<file path="src/rtl/core_config_pkg.sv">
// ============================================================================
// core_config_pkg : core-wide configuration constants
// Rev 1.0
// ============================================================================
`default_nettype none

package core_config_pkg;

   localparam int XLEN       = 32;
   localparam int REG_ADDR_W = 5;
   localparam int N_ALU      = 5;
   localparam int ALU_IDX_W  = $clog2(N_ALU);

endpackage : core_config_pkg

`default_nettype wire

</file>
<file path="src/rtl/alu_commit_arbiter_rr.sv">
// ============================================================================
// rr_arbiter : round-robin arbiter with internal pointer, one-hot grant + index
// Rev 1.0
// ============================================================================
`default_nettype none

module rr_arbiter #(
   parameter int N     = 5,
   parameter int IDX_W = (N > 1) ? $clog2(N) : 1
) (
   input  logic             clk,
   input  logic             rst_n,
   input  logic [N-1:0]     req_i,
   input  logic             enable_i,
   output logic [N-1:0]     gnt_o,
   output logic [IDX_W-1:0] gnt_idx_o
);

   logic [IDX_W-1:0] ptr_q;
   logic [IDX_W-1:0] ptr_d;
   logic             found;

   // Search starts at the pointer and wraps; the pointer is always < N.
   always_comb begin
      int j;
      gnt_o     = '0;
      gnt_idx_o = '0;
      found     = 1'b0;
      j         = 0;
      for (int k = 0; k < N; k++) begin
         j = int'(ptr_q) + k;
         if (j >= N) j = j - N;
         if (enable_i && !found && req_i[j]) begin
            found     = 1'b1;
            gnt_o[j]  = 1'b1;
            gnt_idx_o = IDX_W'(j);
         end
      end
   end

   always_comb begin
      ptr_d = ptr_q;
      if (found) begin
         ptr_d = (gnt_idx_o == IDX_W'(N - 1)) ? '0 : gnt_idx_o + 1'b1;
      end
   end

   always_ff @(posedge clk or negedge rst_n) begin
      if (!rst_n) ptr_q <= '0;
      else        ptr_q <= ptr_d;
   end

endmodule : rr_arbiter

`default_nettype wire

</file>
<file path="src/rtl/alu_commit_arbiter.sv">
// ============================================================================
// alu_commit_arbiter : round-robin share of the RF write port among the ALUs
// Rev 1.0
// ============================================================================
`default_nettype none

module alu_commit_arbiter
   import core_config_pkg::*;
#(
   parameter int N_ALU      = core_config_pkg::N_ALU,
   parameter int XLEN       = core_config_pkg::XLEN,
   parameter int REG_ADDR_W = core_config_pkg::REG_ADDR_W
) (
   input  logic                          clk,
   input  logic                          rst_n,
   input  logic [N_ALU*XLEN-1:0]         alu_res,
   input  logic [N_ALU*REG_ADDR_W-1:0]   alu_rd,
   input  logic [N_ALU-1:0]              alu_valid,
   input  logic [N_ALU-1:0]              alu_error,
   input  logic [N_ALU-1:0]              alu_req,
   output logic [N_ALU-1:0]              alu_clear,
   output logic                          wb_en,
   output logic [REG_ADDR_W-1:0]         wb_rd,
   output logic [XLEN-1:0]               wb_data,
   input  logic                          wb_ready,
   output logic                          exc_valid,
   output logic [$clog2(N_ALU)-1:0]      exc_src,
   input  logic                          exc_ack,
   input  logic                          flush
);

   localparam int IDX_W = $clog2(N_ALU);

   logic                  stg_full_q, stg_full_d;
   logic                  stg_err_q,  stg_err_d;
   logic [IDX_W-1:0]      stg_src_q,  stg_src_d;
   logic [REG_ADDR_W-1:0] stg_rd_q,   stg_rd_d;
   logic [XLEN-1:0]       stg_data_q, stg_data_d;

   logic [N_ALU-1:0] eligible;
   logic [N_ALU-1:0] gnt;
   logic [IDX_W-1:0] gnt_idx;
   logic             drain;
   logic             can_load;
   logic             arb_en;

   assign eligible = alu_req & alu_valid;

   // An x0 entry has nothing to write, so it leaves without waiting on the port.
   assign drain = stg_full_q &
                  ((!stg_err_q & (wb_ready | (stg_rd_q == '0))) | (stg_err_q & exc_ack));
   assign can_load = !stg_full_q | drain;
   // Gating with rst_n keeps clear low while the core is held in reset.
   assign arb_en   = can_load & !flush & rst_n;

   rr_arbiter #(
      .N     (N_ALU),
      .IDX_W (IDX_W)
   ) u_rr (
      .clk       (clk),
      .rst_n     (rst_n),
      .req_i     (eligible),
      .enable_i  (arb_en),
      .gnt_o     (gnt),
      .gnt_idx_o (gnt_idx)
   );

   assign alu_clear = gnt;

   always_comb begin
      stg_full_d = stg_full_q;
      stg_err_d  = stg_err_q;
      stg_src_d  = stg_src_q;
      stg_rd_d   = stg_rd_q;
      stg_data_d = stg_data_q;
      if (flush) begin
         stg_full_d = 1'b0;
      end else if (|gnt) begin
         stg_full_d = 1'b1;
         stg_err_d  = alu_error[gnt_idx];
         stg_src_d  = gnt_idx;
         stg_rd_d   = alu_rd[gnt_idx*REG_ADDR_W +: REG_ADDR_W];
         stg_data_d = alu_res[gnt_idx*XLEN +: XLEN];
      end else if (drain) begin
         stg_full_d = 1'b0;
      end
   end

   always_ff @(posedge clk or negedge rst_n) begin
      if (!rst_n) begin
         stg_full_q <= 1'b0;
         stg_err_q  <= 1'b0;
         stg_src_q  <= '0;
         stg_rd_q   <= '0;
         stg_data_q <= '0;
      end else begin
         stg_full_q <= stg_full_d;
         stg_err_q  <= stg_err_d;
         stg_src_q  <= stg_src_d;
         stg_rd_q   <= stg_rd_d;
         stg_data_q <= stg_data_d;
      end
   end

   assign wb_en     = stg_full_q & !stg_err_q & (stg_rd_q != '0);
   assign wb_rd     = stg_rd_q;
   assign wb_data   = stg_data_q;
   assign exc_valid = stg_full_q & stg_err_q;
   assign exc_src   = stg_src_q;

endmodule : alu_commit_arbiter

`default_nettype wire

</file>
<file path="config.mk">
export PLATFORM = sky130hd
export DESIGN_NAME = alu_commit_arbiter
export DESIGN_NICKNAME = d
export VERILOG_FILES = /design/src/rtl/core_config_pkg.sv /design/src/rtl/alu_commit_arbiter_rr.sv /design/src/rtl/alu_commit_arbiter.sv
export SDC_FILE = /design/constraint.sdc
export NUM_CORES = 1
export LEC_CHECK = 0
export BUFFER_PORTS_ARGS = -buffer_cell sky130_fd_sc_hd__buf_2
export CORE_MARGIN = 2
export CORE_UTILIZATION = 48
export DETAILED_ROUTE_END_ITERATION = 8
export PLACE_DENSITY = 0.82
export SYNTH_ARGS = -nofsm -noshare
export SYNTH_HDL_FRONTEND = slang
export SYNTH_SLANG_ARGS = --single-unit
</file>
<file path="constraint.sdc">
create_clock -name clk -period 5.3 [get_ports clk]
set_input_delay 1.06 -clock clk [delete_from_list [all_inputs] [get_ports clk]]
set_output_delay 1.06 -clock clk [all_outputs]
set_load 0.05 [all_outputs]
</file>
==> results.py, run 1 <==
metrics = {
    "die": {
        "core_area_um2": 10840,
        "die_area_um2": 11990,
        "die_y_um": 109.5,
        "ios": 252,
        "die-width_um": 109.5,
        "rows": 38,
        "initial_core_util": 0.4927,
    },
    "worst_setup_path": {
        "endpoint_kind": "output pin",
        "crit_slowest_cell": "ha_1",
        "worst_ep_required_time_ns": 4.24,
        "critical-path-top-delay-family": "simple AND/OR/NAND/NOR gates",
        "startpoint_type": "flip-flop",
        "crit_type": "flip-flop to output pin",
        "cp_max_fo": 36,
        "worst_path_largest_cell_delay_ns": 0.43,
        "r2r.worst_path.cells": 15,
        "regToRegStartpoint": "u_rr.ptr_q[1]",
        "path_cells": "buf_4 -> ha_1 -> nor2b_1 -> o31ai_2 -> xnor2_1 -> nor4_2 -> or3_1 -> nand4_1 -> nor4_1 -> buf_4 -> nor3_4 -> inv_2 -> buf_2",
        "crit_start": "u_rr.ptr_q[0]",
        "rrSetupSlack_ns": 0.80,
        "crit_path_frequent_cell": "buf_4",
        "reg2reg_to": "wb_rd[3]",
        "arrival_ns": 3.97,
        "crit_buf_inv": 4,
    },
    "pwr": {
        "p_clk_frac": 0.038,
        "p_per_area_nw_per_um2": 853.5,
        "p_leak_nw": 3.797,
        "power_frac_comb": 0.853,
        "internal-power_mw": 2.607,
        "seq_power_share": 0.109,
        "switchingPower_mw": 3.310,
        "ir_drop_uv": 456.0,
        "swShare": 0.5594,
    },
    "global_route": {
        "grt_use_met2": 0.5115,
        "grtUsageMet3": 0.06995,
        "top_usage_layer": "met2",
        "grt_start_max_net_pins": 51,
        "grt-ovfl-total": 0,
        "antenna_found_initial": 2,
        "grt_pass1_wl_mm": 29.45,
        "grt_usage": 0.3198,
        "use_met1": 0.4159,
        "grt_pass1_vias": 5612,
    },
    "hold_path": {
        "min_path_cells": 1,
        "hold_path_end": "exc_src[1]",
        "min_path_type": "flip-flop to flip-flop",
        "worstHoldStart": "exc_src[1]",
    },
    "cts": {
        "cts.sink_count": 45,
        "post-cts-setup-buffers": 0,
        "clkTransAtPathRegs_ns": 0.09,
        "cts-resized-gates": 0,
        "htreeDepth": 2,
        "cts_hold_buffers": 0,
        "cts_buffer_depth": 2,
        "cts_root_buffer": "clkbuf_8",
        "tritoncts": "done",
        "clock_latency_ns": 0.31,
        "cts_buffers": 5,
    },
    "detailed_routing": {
        "antenna_left": 0,
        "dr_total_vias": 5950,
        "wl_per_cell_um": 19.71,
        "detail_route.vias_per_cell": 6.016,
        "drt_iter0_markers": 404,
        "drt_wl_total_mm": 19.49,
        "drc": 0,
        "dr.pass1.iters": 5,
    },
    "timing": {
        "clock.fmax_ghz": 0.1989,
        "hold_violations": 0,
        "finalClockSkew_ns": 0.02034,
        "finalSetupViolCount": 0,
        "fin_crit_sh": 0.9484,
        "period_minus_slack_ns": 5.027,
        "relSlewSlack": 0.5912,
        "worst_pin_slew_ns": 0.6096,
        "fin_ws_ns": 0.2734,
        "finalSetupTns_ns": 0,
        "rsz0062_at_grt": "false",
        "slew_viol_final": 0,
    },
    "place": {
        "dpl_worst_slack_ns": 0.5091,
        "dpl.hpwl_mm": 15.86,
        "place.gp.congestion": 0.9820,
        "port_buffers": 251,
    },
    "synth": {
        "yosys_warnings": 0,
        "synthFlopType": "dfrtp_1",
        "syn_inst": 603,
        "synth_area_leaders": "dfrtp_1 21%, mux2i_1 16%, mux2_2 8.9%",
        "synthTopCellsByCount": "86 x mux2i_1, 51 x a21oi_1, 48 x inv_1",
        "synth_top_area_frac": 0.2108,
        "async_reset_ff_frac": 1.000,
        "synth_top_area_cell": "dfrtp_1",
        "synthDistinctLibCells": 76,
        "syn-num-nets": 829,
        "synth_area_per_cell_um2": 8.858,
        "synth.most_common_cell": "mux2i_1",
        "synth-edff-count": 0,
        "synth-seq-cells": 45,
        "syn_area_um2": 5341,
        "yosysSeqAreaShare": 0.2108,
    },
    "job": {
        "drv_cap": 0,
    },
    "final_layout": {
        "multi_input_area_um2": 3834,
        "syn2layout_area_growth_pct": 29.77,
        "final_nets": 1072,
        "seqCellArea_um2": 1127,
        "drive_gt1_frac": 0.4380,
        "fillers": 946,
    },
    "outcome": {
        "status": "finished clean",
    },
}
-- sequential cells by signal, indices dropped and copies added, names as in the netlist --
register / count
wb_rd: 5
stg_err_q: 1
stg_full_q: 1
exc_src: 3
wb_data: 32
u_rr.ptr_q: 3
-- how the worst max path moves through the flow --
| stage | cells past startpoint | endpoint | slack [ns] |
|---|---|---|---|
| 4_1_cts | 13 | alu_clear[1] | 0.16 |
| 3_5_place_dp | 13 | alu_clear[1] | 0.51 |
| 3_3_place_gp | 13 | alu_clear[4] | 0.53 |
| 2_1_floorplan | 12 | alu_clear[3] | 0.37 |
| 5_1_grt | 14 | alu_clear[4] | 0.02 |
| 6_report | 13 | alu_clear[4] | 0.27 |
-- metal layers --
metal	part of all wire	wire, µm
met1	0.39	7519
met5	0	0
met4	0.043	833
met3	0.092	1792
met2	0.48	9346
-- cell families after synthesis --
| family | share of synthesized area |
|---|---|
| AOI/OAI and AO/OA | 0.2584 |
| xor gates and xnor gates | 0.01148 |
| adders and majority gates | 0.05060 |
| buffers and inverters | 0.08573 |
| DFF | 0.2108 |
| muxes | 0.2497 |
| and+or+nand+nor | 0.1333 |
-- per-stage QoR --
step                area, µm²  power (mW)  instances  utilization  hold slack [ns]
floorplan                5341       4.400        603            -           0.5623
global placement         6819       5.585        979       0.6290           0.4563
detailed placement       6819       5.621        979       0.6290           0.4786
CTS                      6909       5.857        987       0.6374           0.4986
global route             6932       6.322        989       0.6394           0.5205
finish                   6932       5.916        989       0.6394           0.4905
-- power groups by stage --
stage / combinational (mW) / sequential, mW / clock [mW]
2_1_floorplan: 3.27 / 1.13 / 0
3_3_place_gp: 4.95 / 0.639 / 0
3_5_place_dp: 4.97 / 0.648 / 0
4_1_cts: 4.98 / 0.644 / 0.229
5_1_grt: 5.42 / 0.663 / 0.241
6_report: 5.05 / 0.647 / 0.223
-- placed cells by master (no fill, tap or decap), types with 7 or more instances in the layout --
cell type / netlist / layout
ha_1: 20 / 19
a221oi_2: 10 / 10
o221ai_1: 9 / 8
a21oi_1: 51 / 51
buf_2: 13 / 251
buf_4: 6 / 23
nand3_1: 7 / 7
o21ai_0: 12 / 12
nor3_1: 9 / 9
nand2_1: 26 / 26
mux2_2: 42 / 42
dfrtp_1: 45 / 44
a221oi_1: 27 / 27
inv_1: 48 / 48
mux2i_1: 86 / 85
nor2_1: 27 / 27
nand2b_1: 7 / 7
-- layout make-up --
class / instances / share of cell area
Multi-Input combinational cell: 465 / 0.5531
Timing Repair Buffer: 278 / 0.2177
Sequential cell: 45 / 0.1626
Inverter: 51 / 0.02762
Tap cell: 140 / 0.02527
Clock buffer: 5 / 0.009928
Clock inverter: 3 / 0.003069
Antenna cell: 2 / 0.0007220
Note: power is estimated with default switching activity, not from simulation.
==> run 2, diff against run 1 <==
--- a/config.mk
+++ b/config.mk
@@ -7,9 +7,9 @@
 export LEC_CHECK = 0
 export BUFFER_PORTS_ARGS = -buffer_cell sky130_fd_sc_hd__buf_2
 export CORE_MARGIN = 2
-export CORE_UTILIZATION = 48
+export CORE_UTILIZATION = 50
 export DETAILED_ROUTE_END_ITERATION = 8
-export PLACE_DENSITY = 0.82
+export PLACE_DENSITY = 0.85
 export SYNTH_ARGS = -nofsm -noshare
 export SYNTH_HDL_FRONTEND = slang
 export SYNTH_SLANG_ARGS = --single-unit
==> constraint.sdc (replaced) <==
create_clock -name clk -period 6.5 [get_ports clk]
set_input_delay 1.3 -clock clk [delete_from_list [all_inputs] [get_ports clk]]
set_output_delay 1.3 -clock clk [all_outputs]
set_load 0.05 [all_outputs]
==> results.py, run 2 (same netlist as run 1, synthesis figures left out) <==
metrics = {
    "detailed_routing": {
        "drt_wl_total_mm": 18.86,
        "wl_per_cell_um": 19.44,
        "antenna_left": 0,
        "route.met2.wl_mm": 9.468,
        "dr_total_vias": 5878,
        "top_layer": "met4",
        "dr_wl_met3_mm": 1.410,
        "detail_route.vias_per_cell": 6.060,
        "dr.pass1.iters": 5,
        "m1WireLength_mm": 7.248,
        "drt_iter0_markers": 412,
        "drc": 0,
    },
    "final_layout": {
        "fin_util": 0.6559,
        "syn2layout_area_growth_pct": 27.34,
        "largest_reg_flops": 32,
        "drive_gt1_frac": 0.4238,
        "final_common_cell": "buf_2",
        "final_cell_mix": "251 x buf_2, 86 x mux2i_1, 51 x a21oi_1",
        "final_nets": 1059,
    },
    "global_route": {
        "grt_start_max_net_pins": 46,
        "grt-ovfl-total": 0,
        "grt_pass1_wl_mm": 28.65,
        "grt_pass1_vias": 5622,
        "antenna_found_initial": 1,
        "grt_usage": 0.3162,
    },
    "job": {
        "drv_cap": 0,
    },
    "cts": {
        "clkTransAtPathRegs_ns": 0.10,
        "cts.sink_count": 45,
        "cts_buffers": 5,
        "cts_buffer_depth": 2,
        "tritoncts": "done",
        "htreeDepth": 2,
        "post-cts-setup-buffers": 0,
        "cts_hold_buffers": 0,
        "clock_latency_ns": 0.31,
        "cts_root_buffer": "clkbuf_8",
        "cts-resized-gates": 0,
    },
    "worst_setup_path": {
        "startpoint_type": "flip-flop",
        "cp_max_fo": 20,
        "worst_ep_required_time_ns": 5.20,
        "r2r.worst_path.cells": 13,
        "crit_path_frequent_cell": "o21ai_1",
        "crit_slowest_cell": "dfrtp_1",
        "worst_path_largest_cell_delay_ns": 0.71,
        "crit_type": "flip-flop to output pin",
        "path_cells": "inv_1 -> ha_1 -> clkinv_1 -> a32o_1 -> a221oi_2 -> o21ai_1 -> nor2_1 -> nand2_1 -> o21ai_1 -> nor3_4 -> inv_2 -> buf_2",
        "endpoint_kind": "output pin",
        "arrival_ns": 4.38,
    },
    "timing": {
        "finalClockSkew_ns": 0.01440,
        "finalSetupViolCount": 0,
        "finalSetupTns_ns": 0,
        "slew_viol_final": 0,
        "period_minus_slack_ns": 5.683,
        "hold_violations": 0,
        "rsz0062_at_grt": "false",
        "worst_pin_slew_ns": 0.8257,
        "relSlewSlack": 0.4495,
        "fin_crit_sh": 0.8743,
        "clock.fmax_ghz": 0.1760,
    },
    "hold_path": {
        "min_path_cells": 1,
        "min_path_type": "flip-flop to flip-flop",
    },
    "pwr": {
        "p_leak_nw": 3.733,
        "ir_drop_uv": 564.8,
        "power_mw": 4.664,
        "p_per_area_nw_per_um2": 685.8,
    },
    "place": {
        "port_buffers": 251,
        "dpl.hpwl_mm": 15.23,
        "place.gp.congestion": 1.031,
    },
    "die": {
        "die-width_um": 107.4,
        "die_area_um2": 11530,
        "rows": 37,
        "core_area_um2": 10370,
        "initial_core_util": 0.5151,
        "ios": 252,
        "die_y_um": 107.4,
    },
    "outcome": {
        "status": "finished clean",
    },
}
[run 2: area by class of cell]
type                       instances  area [µm²]
multi-input combinational        465        3817
fill                             918        3568
timing repair buffer             265        1386
sequential                        45        1126
inverter                          51       191.4
tap                              136       170.2
clock buffer                       5       68.82
clock inverter                     2       38.79
antenna                            1       2.502
[run 2: layer usage]
layer / up-vias / global-route usage
met2: 296 / 0.5434
met1: 2771 / 0.3864
li1: 2761 / -
met4: 0 / 0.1328
met5: - / 0
met3: 50 / 0.06053
[run 2: stage by stage]
step                      hold WS (ns)  cell area, µm²  setup slack (ns)  cells
final                           0.4894            6802            0.8173    970
after global routing            0.5126            6802            0.4661    970
after CTS                       0.4919            6799            0.9023    969
after detailed placement        0.4689            6691             1.214    962
after global placement          0.4574            6691             1.151    962
after floorplan                 0.5623            5341             1.330    603
[run 2: worst paths after layout]
check	from	endpoint	slack [ns]
worst max-delay path	u_rr.ptr_q[2]	alu_clear[4]	0.82
max in group asynchronous	rst_n	stg_full_q	4.97
worst min-delay path	exc_src[1]	exc_src[1]	0.49
min in group asynchronous	rst_n	wb_data[7]	1.10
worst min register to register	exc_src[1]	exc_src[1]	0.49
worst max register to register	u_rr.ptr_q[2]	wb_data[29]	1.27
[run 2: critical path: cells and delay by family (launching register included)]
family	cells	cell delay, ns
AOI/OAI and AO/OA	4	1.20
adders and majority gates	1	0.57
buffers and inverters	4	1.05
DFF	1	0.71
and+or+nand+nor	3	0.53
[run 2: report_power, final]
part	total [mW]	switching, mW	internal (mW)
logic	3.91	2.43	1.48
clock network	0.221	0.107	0.114
registers	0.530	0.0957	0.435
total	4.66	2.63	2.03
